### config.mk
export PLATFORM = sky130hd
export DESIGN_NAME = psram_arbiter
export DESIGN_NICKNAME = d
export VERILOG_FILES = /design/src/rtl/psram_arbiter_pkg.sv /design/src/rtl/psram_watchdog.sv /design/src/rtl/psram_arbiter.sv
export SDC_FILE = /design/constraint.sdc
export NUM_CORES = 1
export LEC_CHECK = 0
export BUFFER_PORTS_ARGS = -buffer_cell sky130_fd_sc_hd__buf_2
export CAP_MARGIN = 20
export CORE_UTILIZATION = 50
export CTS_BUF_LIST = sky130_fd_sc_hd__clkbuf_4 sky130_fd_sc_hd__clkbuf_8
export CTS_CLUSTER_SIZE = 8
export DETAILED_ROUTE_END_ITERATION = 8
export PLACE_DENSITY = 0.83
export REMOVE_ABC_BUFFERS = 1
export SYNTH_ARGS = -nofsm -noshare
export SYNTH_HDL_FRONTEND = slang
export SYNTH_SLANG_ARGS = --single-unit
### constraint.sdc
create_clock -name i_clk -period 4.81 [get_ports i_clk]
set_clock_uncertainty 0.2 [all_clocks]
set_input_delay 0.481 -clock i_clk [delete_from_list [all_inputs] [get_ports i_clk]]
set_output_delay 0.481 -clock i_clk [all_outputs]
set_load 0.05 [all_outputs]
### src/rtl/psram_arbiter_pkg.sv
// rtl/psram_arbiter_pkg.sv - shared encodings and defaults for the psram port arbiter
package psram_arbiter_pkg;

   typedef enum logic [1:0] {
      ST_INIT  = 2'd0,
      ST_IDLE  = 2'd1,
      ST_ISSUE = 2'd2,
      ST_WAIT  = 2'd3
   } arb_state_t;

   localparam logic OWNER_VID = 1'b0;
   localparam logic OWNER_CMD = 1'b1;

   localparam int DEF_ADDR_W = 24;
   localparam int DEF_DATA_W = 16;

   // The command path only beats a pending video fetch once the video streak is exhausted.
   function automatic logic cmd_wins(input logic vid_req, input logic cmd_req, input logic streak_full);
      return cmd_req && (!vid_req || streak_full);
   endfunction

endpackage

### src/rtl/psram_watchdog.sv
// rtl/psram_watchdog.sv - 8-bit transfer watchdog; expires on the cycle the count would reach TIMEOUT_CYC
module psram_watchdog #(
   parameter int TIMEOUT_CYC = 255
) (
   input  logic i_clk,
   input  logic i_rst,
   input  logic i_clear,
   input  logic i_enable,
   output logic o_expire
);

   localparam logic [7:0] LAST_CNT = 8'(TIMEOUT_CYC - 1);
   localparam logic [7:0] MAX_CNT  = 8'(TIMEOUT_CYC);

   logic [7:0] count_q;
   logic [7:0] count_d;

   always_comb begin
      count_d = count_q;
      if (i_clear) begin
         count_d = 8'd0;
      end else if (i_enable && (count_q != MAX_CNT)) begin
         count_d = count_q + 8'd1;
      end
   end

   always_ff @(posedge i_clk or posedge i_rst) begin
      if (i_rst) begin
         count_q <= 8'd0;
      end else begin
         count_q <= count_d;
      end
   end

   assign o_expire = i_enable && !i_clear && (count_q == LAST_CNT);

endmodule

### src/rtl/psram_arbiter.sv
// rtl/psram_arbiter.sv - shares the psram controller port between video line fetch and the command path
module psram_arbiter
   import psram_arbiter_pkg::*;
#(
   parameter int ADDR_W      = DEF_ADDR_W,
   parameter int DATA_W      = DEF_DATA_W,
   parameter int VID_BURST   = 8,
   parameter int TIMEOUT_CYC = 255
) (
   input  logic              i_clk,
   input  logic              i_rst,
   input  logic              i_vid_req,
   input  logic [ADDR_W-1:0] i_vid_addr,
   output logic              o_vid_ack,
   output logic              o_vid_done,
   output logic [DATA_W-1:0] o_vid_dout,
   input  logic              i_cmd_req,
   input  logic              i_cmd_we,
   input  logic [ADDR_W-1:0] i_cmd_addr,
   input  logic [DATA_W-1:0] i_cmd_din,
   output logic              o_cmd_ack,
   output logic              o_cmd_done,
   output logic [DATA_W-1:0] o_cmd_dout,
   output logic              o_mem_stb,
   output logic              o_mem_we,
   output logic [ADDR_W-1:0] o_mem_addr,
   output logic [DATA_W-1:0] o_mem_din,
   input  logic              i_mem_busy,
   input  logic              i_mem_done,
   input  logic [DATA_W-1:0] i_mem_dout,
   output logic              o_owner,
   output logic              o_timeout,
   output logic [1:0]        o_state
);

   localparam int STREAK_W = $clog2(VID_BURST + 1);
   localparam logic [STREAK_W-1:0] STREAK_MAX = STREAK_W'(VID_BURST);

   arb_state_t          state_q, state_d;
   logic [STREAK_W-1:0] streak_q, streak_d;
   logic                mem_stb_q, mem_stb_d;
   logic                mem_we_q, mem_we_d;
   logic [ADDR_W-1:0]   mem_addr_q, mem_addr_d;
   logic [DATA_W-1:0]   mem_din_q, mem_din_d;
   logic                wr_q, wr_d;
   logic                owner_q, owner_d;
   logic                vid_ack_q, vid_ack_d;
   logic                cmd_ack_q, cmd_ack_d;
   logic                vid_done_q, vid_done_d;
   logic                cmd_done_q, cmd_done_d;
   logic [DATA_W-1:0]   vid_dout_q, vid_dout_d;
   logic [DATA_W-1:0]   cmd_dout_q, cmd_dout_d;
   logic                timeout_q, timeout_d;

   logic wd_clear;
   logic wd_enable;
   logic wd_expire;
   logic grant_cmd;

   assign grant_cmd = cmd_wins(i_vid_req, i_cmd_req, streak_q == STREAK_MAX);
   assign wd_clear  = (state_q == ST_INIT) || (state_q == ST_IDLE);
   assign wd_enable = (state_q == ST_ISSUE) || (state_q == ST_WAIT);

   psram_watchdog #(
      .TIMEOUT_CYC(TIMEOUT_CYC)
   ) u_watchdog (
      .i_clk    (i_clk),
      .i_rst    (i_rst),
      .i_clear  (wd_clear),
      .i_enable (wd_enable),
      .o_expire (wd_expire)
   );

   always_comb begin
      state_d    = state_q;
      streak_d   = streak_q;
      mem_stb_d  = mem_stb_q;
      mem_we_d   = mem_we_q;
      mem_addr_d = mem_addr_q;
      mem_din_d  = mem_din_q;
      wr_d       = wr_q;
      owner_d    = owner_q;
      vid_ack_d  = 1'b0;
      cmd_ack_d  = 1'b0;
      vid_done_d = 1'b0;
      cmd_done_d = 1'b0;
      vid_dout_d = vid_dout_q;
      cmd_dout_d = cmd_dout_q;
      timeout_d  = timeout_q;

      case (state_q)
         ST_INIT: begin
            if (!i_mem_busy) begin
               state_d = ST_IDLE;
            end
         end

         ST_IDLE: begin
            if (grant_cmd) begin
               mem_stb_d  = 1'b1;
               mem_we_d   = i_cmd_we;
               mem_addr_d = i_cmd_addr;
               mem_din_d  = i_cmd_din;
               wr_d       = i_cmd_we;
               owner_d    = OWNER_CMD;
               cmd_ack_d  = 1'b1;
               streak_d   = '0;
               state_d    = ST_ISSUE;
            end else if (i_vid_req) begin
               mem_stb_d  = 1'b1;
               mem_we_d   = 1'b0;
               mem_addr_d = i_vid_addr;
               mem_din_d  = '0;
               wr_d       = 1'b0;
               owner_d    = OWNER_VID;
               vid_ack_d  = 1'b1;
               state_d    = ST_ISSUE;
               // Only video grants that overtake a waiting command count towards the streak.
               if (!i_cmd_req) begin
                  streak_d = '0;
               end else if (streak_q != STREAK_MAX) begin
                  streak_d = streak_q + STREAK_W'(1);
               end
            end
         end

         ST_ISSUE, ST_WAIT: begin
            if (i_mem_done) begin
               mem_stb_d = 1'b0;
               mem_we_d  = 1'b0;
               state_d   = ST_IDLE;
               if (owner_q == OWNER_CMD) begin
                  cmd_done_d = 1'b1;
                  if (!wr_q) begin
                     cmd_dout_d = i_mem_dout;
                  end
               end else begin
                  vid_done_d = 1'b1;
                  vid_dout_d = i_mem_dout;
               end
            end else if (wd_expire) begin
               // Abort: release the owner with zero data and resync on the controller going idle.
               mem_stb_d = 1'b0;
               mem_we_d  = 1'b0;
               timeout_d = 1'b1;
               state_d   = ST_INIT;
               if (owner_q == OWNER_CMD) begin
                  cmd_done_d = 1'b1;
                  cmd_dout_d = '0;
               end else begin
                  vid_done_d = 1'b1;
                  vid_dout_d = '0;
               end
            end else if ((state_q == ST_ISSUE) && i_mem_busy) begin
               mem_stb_d = 1'b0;
               mem_we_d  = 1'b0;
               state_d   = ST_WAIT;
            end
         end

         default: begin
            state_d = ST_INIT;
         end
      endcase
   end

   always_ff @(posedge i_clk or posedge i_rst) begin
      if (i_rst) begin
         state_q    <= ST_INIT;
         streak_q   <= '0;
         mem_stb_q  <= 1'b0;
         mem_we_q   <= 1'b0;
         mem_addr_q <= '0;
         mem_din_q  <= '0;
         wr_q       <= 1'b0;
         owner_q    <= OWNER_VID;
         vid_ack_q  <= 1'b0;
         cmd_ack_q  <= 1'b0;
         vid_done_q <= 1'b0;
         cmd_done_q <= 1'b0;
         vid_dout_q <= '0;
         cmd_dout_q <= '0;
         timeout_q  <= 1'b0;
      end else begin
         state_q    <= state_d;
         streak_q   <= streak_d;
         mem_stb_q  <= mem_stb_d;
         mem_we_q   <= mem_we_d;
         mem_addr_q <= mem_addr_d;
         mem_din_q  <= mem_din_d;
         wr_q       <= wr_d;
         owner_q    <= owner_d;
         vid_ack_q  <= vid_ack_d;
         cmd_ack_q  <= cmd_ack_d;
         vid_done_q <= vid_done_d;
         cmd_done_q <= cmd_done_d;
         vid_dout_q <= vid_dout_d;
         cmd_dout_q <= cmd_dout_d;
         timeout_q  <= timeout_d;
      end
   end

   assign o_vid_ack  = vid_ack_q;
   assign o_vid_done = vid_done_q;
   assign o_vid_dout = vid_dout_q;
   assign o_cmd_ack  = cmd_ack_q;
   assign o_cmd_done = cmd_done_q;
   assign o_cmd_dout = cmd_dout_q;
   assign o_mem_stb  = mem_stb_q;
   assign o_mem_we   = mem_we_q;
   assign o_mem_addr = mem_addr_q;
   assign o_mem_din  = mem_din_q;
   assign o_owner    = owner_q;
   assign o_timeout  = timeout_q;
   assign o_state    = state_q;

endmodule

* Yosys cells after proc, flatten, opt, wreduce, memory -nomap -nowiden *
Index checks and enable logic that the tools add are counted.

word-level totals
  flip-flop bits (word level) = 95
  word-level logic and storage cells = 104
  input port bits = 87

operators by class
  add/sub/neg operators = 2
  multiplexer cells = 49
  bitwise operators = 2
  eq/ne operators = 12
  reductions and logical operators = 23

operator list
  kind                                                              count
  16-bit 2-to-1 mux                                                 11
  24-bit 2-to-1 mux                                                 2
  1-bit 2-to-1 mux                                                  21
  4-bit 2-to-1 mux                                                  4
  8-bit 2-to-1 mux                                                  2
  3-bit AND reduction                                               5
  2-bit 2-to-1 mux                                                  6
  8-bit by 1-bit adder with 8-bit output (second input constant)    1
  8-bit equality test (second input constant)                       1
  8-bit != test (second input constant)                             1
  2-bit nonzero test                                                4
  2-bit case mux with 3 select lines                                1
  1-bit logical AND                                                 5
  4-bit by 1-bit adder with 4-bit output (second input constant)    1
  2-bit equality test (second input constant)                       2
  4-bit equality test (second input constant)                       1
  2-bit != test (second input constant)                             2
  4-bit by 3-bit != test with 1-bit output (second input constant)  1
  4-bit != test (second input constant)                             1
  1-bit case mux with 2 select lines                                2
  4-bit AND reduction                                               1
  1-bit logical OR                                                  3
  3-bit by 1-bit != test with 1-bit output (second input constant)  1
  3-bit != test (second input constant)                             1
  other kinds (6)                                                   8

* Longest topological paths before layout *
  depth in word-level cells = 8
  mapped depth = 8

* Cells and area by module *
From an unflattened synthesis, not the netlist that was laid out.

unflattened totals
  cell total of the unflattened synthesis = 387
  area total of the unflattened synthesis = 4669.5 um^2

by module, submodules not included
  module          area each (um^2)  times used  cells an instance  sequential area each (um^2)
  psram_arbiter   4205.3            1           338                2177.1
  psram_watchdog  464.2             1           49                 200.2

* Worst setup path after synthesis *
Ideal clock, no wire load.

  path type = register to register
  from = register state_q[1] (netlist: o_state[1])
  to = register cmd_dout_q[0] (netlist: o_cmd_dout[0])
  data required time = 4532 ps
  arrival time = 1603 ps
  cell stages (with the launch flop) = 7
  clock period less this slack = 1881 ps
  path slack = 2929 ps
  library setup time = 78 ps
  cell sequence = dfrtp_1 > buf_4 > nand2_1 > nor2_1 > buf_4 > a22oi_1 > o2bb2ai_1

between the ends
  word-level cells in the longest chain between the ends = 7
  elaborated cells between the ends (all ways) = 12
  those cells by class = eq/ne: 3; reduce/logical: 9

RTL lines
  what                                                                                 line                  text
  from (decl)                                                                          psram_arbiter.sv:39   arb_state_t state_q, state_d;
  from (signal assigned)                                                               psram_arbiter.sv:185  state_q <= state_d;
  2-bit by 1-bit equality test with 1-bit output or 2-bit logical NOT (tied branches)  psram_arbiter.sv:61   assign wd_clear = (state_q == ST_INIT) || (state_q == ST_IDLE);
  1-bit logical OR                                                                     psram_arbiter.sv:61
  1-bit logical NOT                                                                    psram_watchdog.sv:35  assign o_expire = i_enable && !i_clear && (count_q == LAST_CNT);
  1-bit logical AND (2 in series)                                                      psram_watchdog.sv:35
  2-bit nonzero test (no line)                                                         -
  4-bit AND reduction (no line) (*)                                                    -
  to (signal assigned)                                                                 psram_arbiter.sv:198  cmd_dout_q <= cmd_dout_d;
  to (decl)                                                                            psram_arbiter.sv:52   logic [DATA_W-1:0] cmd_dout_q, cmd_dout_d;

Mark *: on every way between the ends. The rest lies on a longest branch, timed or not.
A chain may end at the register's enable or synchronous reset.

* Final worst setup path *
  from = register streak_q[0]
  to = register mem_din_q[12] (netlist: o_mem_din[12])

between the ends
  word-level cells in the longest chain between the ends = 5
  elaborated cells between the ends (all ways) = 6
  those cells by class = eq/ne: 1; mux: 1; reduce/logical: 4

RTL lines
  what                           line                     text
  from (decl)                    psram_arbiter.sv:40      logic [STREAK_W-1:0] streak_q, streak_d;
  from (signal assigned)         psram_arbiter.sv:186     streak_q <= streak_d;
  4-bit equality test (*)        psram_arbiter.sv:60      assign grant_cmd = cmd_wins(i_vid_req, i_cmd_req, streak_q == STREAK_MAX);
  1-bit logical OR (*)           psram_arbiter_pkg.sv:19  return cmd_req && (!vid_req || streak_full);
  1-bit logical AND (*)          psram_arbiter_pkg.sv:19
  2-bit nonzero test (no line)   -
  2-bit AND reduction (no line)  -
  to (signal assigned)           psram_arbiter.sv:190     mem_din_q <= mem_din_d;
  to (decl)                      psram_arbiter.sv:44      logic [DATA_W-1:0] mem_din_q, mem_din_d;

Marks and branches as above.

==> reports/results.ini <==
[placement]
placed_cells = 617
post-dp-hpwl_um = 7040
post-place-ws_ns = 2.29
io_buffers = 168
place_congestion = 0.778
place_area_sq_um = 4920

[routing]
drtIter0Drc = 142
drcViolationCount = 0
drtPass1Iterations = 4
routedWlPerCell_um = 16.0
viasPerCell = 5.67
dr_total_vias = 3602
final_antenna_net_count = 0
wl_um = 10200

[floorplan]
die_y_um = 92.3
die_area_sq_um = 8520
io_pins = 169
start_util_pct = 52.2
core_region_area_sq_um = 7810
rows = 32
die_width_um = 92.3

[sta]
slew_headroom_pct = 35.5
timing.final.crit_period_ns = 2.55
fmax_mhz = 392
rsz0062_at_grt = false
drv_slew = 0
finalSetupTns_ns = 0
fin_crit_sh_pct = 53.1
worst_pin_slew_ns = 0.963
final_hold_viol_count = 0
setup_ws_ns = 2.26
whs_ns = 0.0124
setup_viol = 0

[setup_path]
crit_type = flip-flop to flip-flop
worst-path-buf-inv = 1
cp_slowest_stage_delay_ns = 0.66
cp-startpoint = streak_q[0]$_DFFE_PP0P_
arrival_ns = 2.65
cp_max_fo = 27
setup.worst_path.start_class = flip-flop
reg2reg_depth = 6
path_cells = inv_1 > ha_1 > nand3b_4 > a21boi_4 > and2_1 > a22o_1
path_delay_family = compound AO/OA/AOI/OAI gates
regToRegSetupSlack_ns = 2.26
cp.required_ns = 4.90
r2r_start = streak_q[0]$_DFFE_PP0P_
critPathSlowestCell = and2_1
r2r_end = o_mem_din[12]$_DFFE_PP0P_
end_kind = flip-flop

[clock_network]
cts_root_buffer = clkbuf_8
cts_setup_buffers = 0
numCtsBuffers = 9
htreeDepth = 3
ctsHoldBuffers = 0
cts.repair.resized = 0
clockBufferDepth = 2
clock_sinks = 95
tritoncts = built
clk_latency_ns = 0.35
clk_pin_slew_ns = 0.09

[finish]
final_cell_area_sq_um = 5170
final_nets = 620
diodes = 0
drive_gt1_share_pct = 37.5
fill_cells = 633
instances_no_fill = 635
synthToLayoutAreaGrowth_pct = 26.9

[power]
switching_share_pct = 53.0
combPwrFrac_pct = 54.4
p_int_uw = 1990
p_leak_uw = 0.00265
power_frac_clock_pct = 12.3
seqPwrFrac_pct = 33.3
peakVddDrop_v = 0.000540
pwr_density_cell_nw_per_um2 = 819
switching_power_uw = 2250

[global_route]
grt_pass1_vias = 3423
grt_max_degree = 56
grt_pass1_wl_um = 16200
grt-busiest-layer = met2
grt_antenna_before_repair = 0
met2_usage_pct = 37.1
grt_util_all_layers_pct = 24.2
grtUsageMet3_pct = 6.65
globalRoute.totalOverflow = 0
met1_usage_pct = 32.7

[run_status]
outcome = finished clean

[synth]
synth_ff_type = dfrtp_1
ys_seq_area_share_pct = 58.3
synthTopCellsByArea = dfrtp_1 (58%), a22o_1 (7.1%), a21oi_1 (6.8%)
ys_warn_count = 0
syn-cell-area_sq_um = 4080
yosys.area.top_type = dfrtp_1
synthArstFlopShare_pct = 100
synth_top_area_share_pct = 58.3
synth-seq-cells = 95
avgSynthCellArea_sq_um = 11.0
synth_edf_count = 0
ys_types = 42
synth_cells = 370

[job]
cap_violations = 0

[min_path]
hp-class = input port to async pin

==> layout make-up <==
| class | count | area, sq um | area share (%) |
|---|---|---|---|
| clock buffers | 9 | 124 | 2.39 |
| well taps | 102 | 128 | 2.47 |
| multi-input cells | 241 | 1530 | 29.6 |
| clock inverters | 6 | 71.3 | 1.38 |
| flip-flops and latches | 95 | 2380 | 45.9 |
| repair buffers | 172 | 903 | 17.5 |
| inverters | 10 | 40.0 | 0.774 |
==> worst reg2reg max path, cell delays in order (launching register included) <==
cell      delay, ns
dfrtp_1        0.42
inv_1          0.07
ha_1           0.19
nand3b_4       0.12
a21boi_4       0.59
and2_1         0.66
a22o_1         0.23
==> power by group through the flow <==
stage / logic [uW] / registers, uW / clock network, uW
floorplan: 590 / 2510 / 0
global route: 2440 / 1450 / 565
detailed placement: 2270 / 1410 / 0
finish: 2300 / 1410 / 523
global placement: 2220 / 1410 / 0
CTS: 2270 / 1400 / 529
==> Yosys cell counts, types with 2 or more instances <==
master and number:
buf_4 2, nor2_1 31, nand3_1 9, buf_2 10, ha_1 4, a21oi_1 55
nor3_1 3, clkbuf_1 8, a21o_1 2, a31oi_1 4, nand3b_4 2, nand2_1 32
o2bb2ai_1 16, nand4_1 2, a22o_1 33, o21ai_0 7, nand2b_1 2, buf_6 4
o22ai_1 2, dfrtp_1 95, a22oi_1 15, inv_1 9, and3_1 4
==> cell families after synthesis <==
logic type                 Yosys count  synth area share, %
adders and majority gates            4                 1.23
AOI/OAI and AO/OA                  142                 24.3
and+or+nand+nor                     92                 11.1
xor gates and xnor gates             2                0.430
DFF                                 95                 58.3
buffers and inverters               34                 4.36
muxes                                1                0.246
==> state kept, by name, indices dropped and copies added, names as in the netlist, 2 cells and up <==
signal	count
o_mem_addr	24
o_mem_din	16
o_cmd_dout	16
o_vid_dout	16
o_state	2
u_watchdog.count_q	8
streak_q	4
==> routing by layer <==
layer	part of all wire, %	up-vias
met4	2.3	0
li1	-	1656
met3	8.2	20
met2	47	191
met1	43	1735
met5	0	-
==> worst max-delay path by stage <==
stage,endpoint,cells past startpoint
after floorplan,o_cmd_ack$_DFF_PP0_,1
after global placement,o_mem_din[0]$_DFFE_PP0P_,6
after detailed placement,o_mem_din[12]$_DFFE_PP0P_,6
after CTS,o_mem_din[12]$_DFFE_PP0P_,6
after global routing,o_mem_din[12]$_DFFE_PP0P_,6
final,o_mem_din[12]$_DFFE_PP0P_,6
==> cells in the final DEF, fill, tap and decap left out, types with 2 or more instances in the layout <==
| cell | Yosys | routed |
|---|---|---|
| buf_4 | 2 | 2 |
| nand3b_4 | 2 | 2 |
| o21ai_0 | 7 | 7 |
| ha_1 | 4 | 4 |
| inv_1 | 9 | 8 |
| nor2_1 | 31 | 30 |
| nor3_1 | 3 | 3 |
| clkbuf_8 | 0 | 9 |
| nand2b_1 | 2 | 2 |
| buf_2 | 10 | 168 |
| a31oi_1 | 4 | 4 |
| clkinv_4 | 0 | 2 |
| nand4_1 | 2 | 2 |
| clkinvlp_4 | 0 | 2 |
| o21ai_4 | 1 | 2 |
| a21oi_1 | 55 | 55 |
| dfrtp_1 | 95 | 95 |
| and3_1 | 4 | 4 |
| a21o_1 | 2 | 2 |
| nand3_1 | 9 | 9 |
| o2bb2ai_1 | 16 | 16 |
| a22oi_1 | 15 | 15 |
| a22o_1 | 33 | 33 |
| nand2_1 | 32 | 32 |
| o22ai_1 | 2 | 2 |
==> stage by stage <==
step	power [uW]	util (%)
2_1_floorplan	3100	-
3_3_place_gp	3630	63.1
3_5_place_dp	3680	63.1
4_1_cts	4200	65.6
5_1_grt	4450	66.3
6_report	4240	66.3
Note: power is estimated with default switching activity, not from simulation.
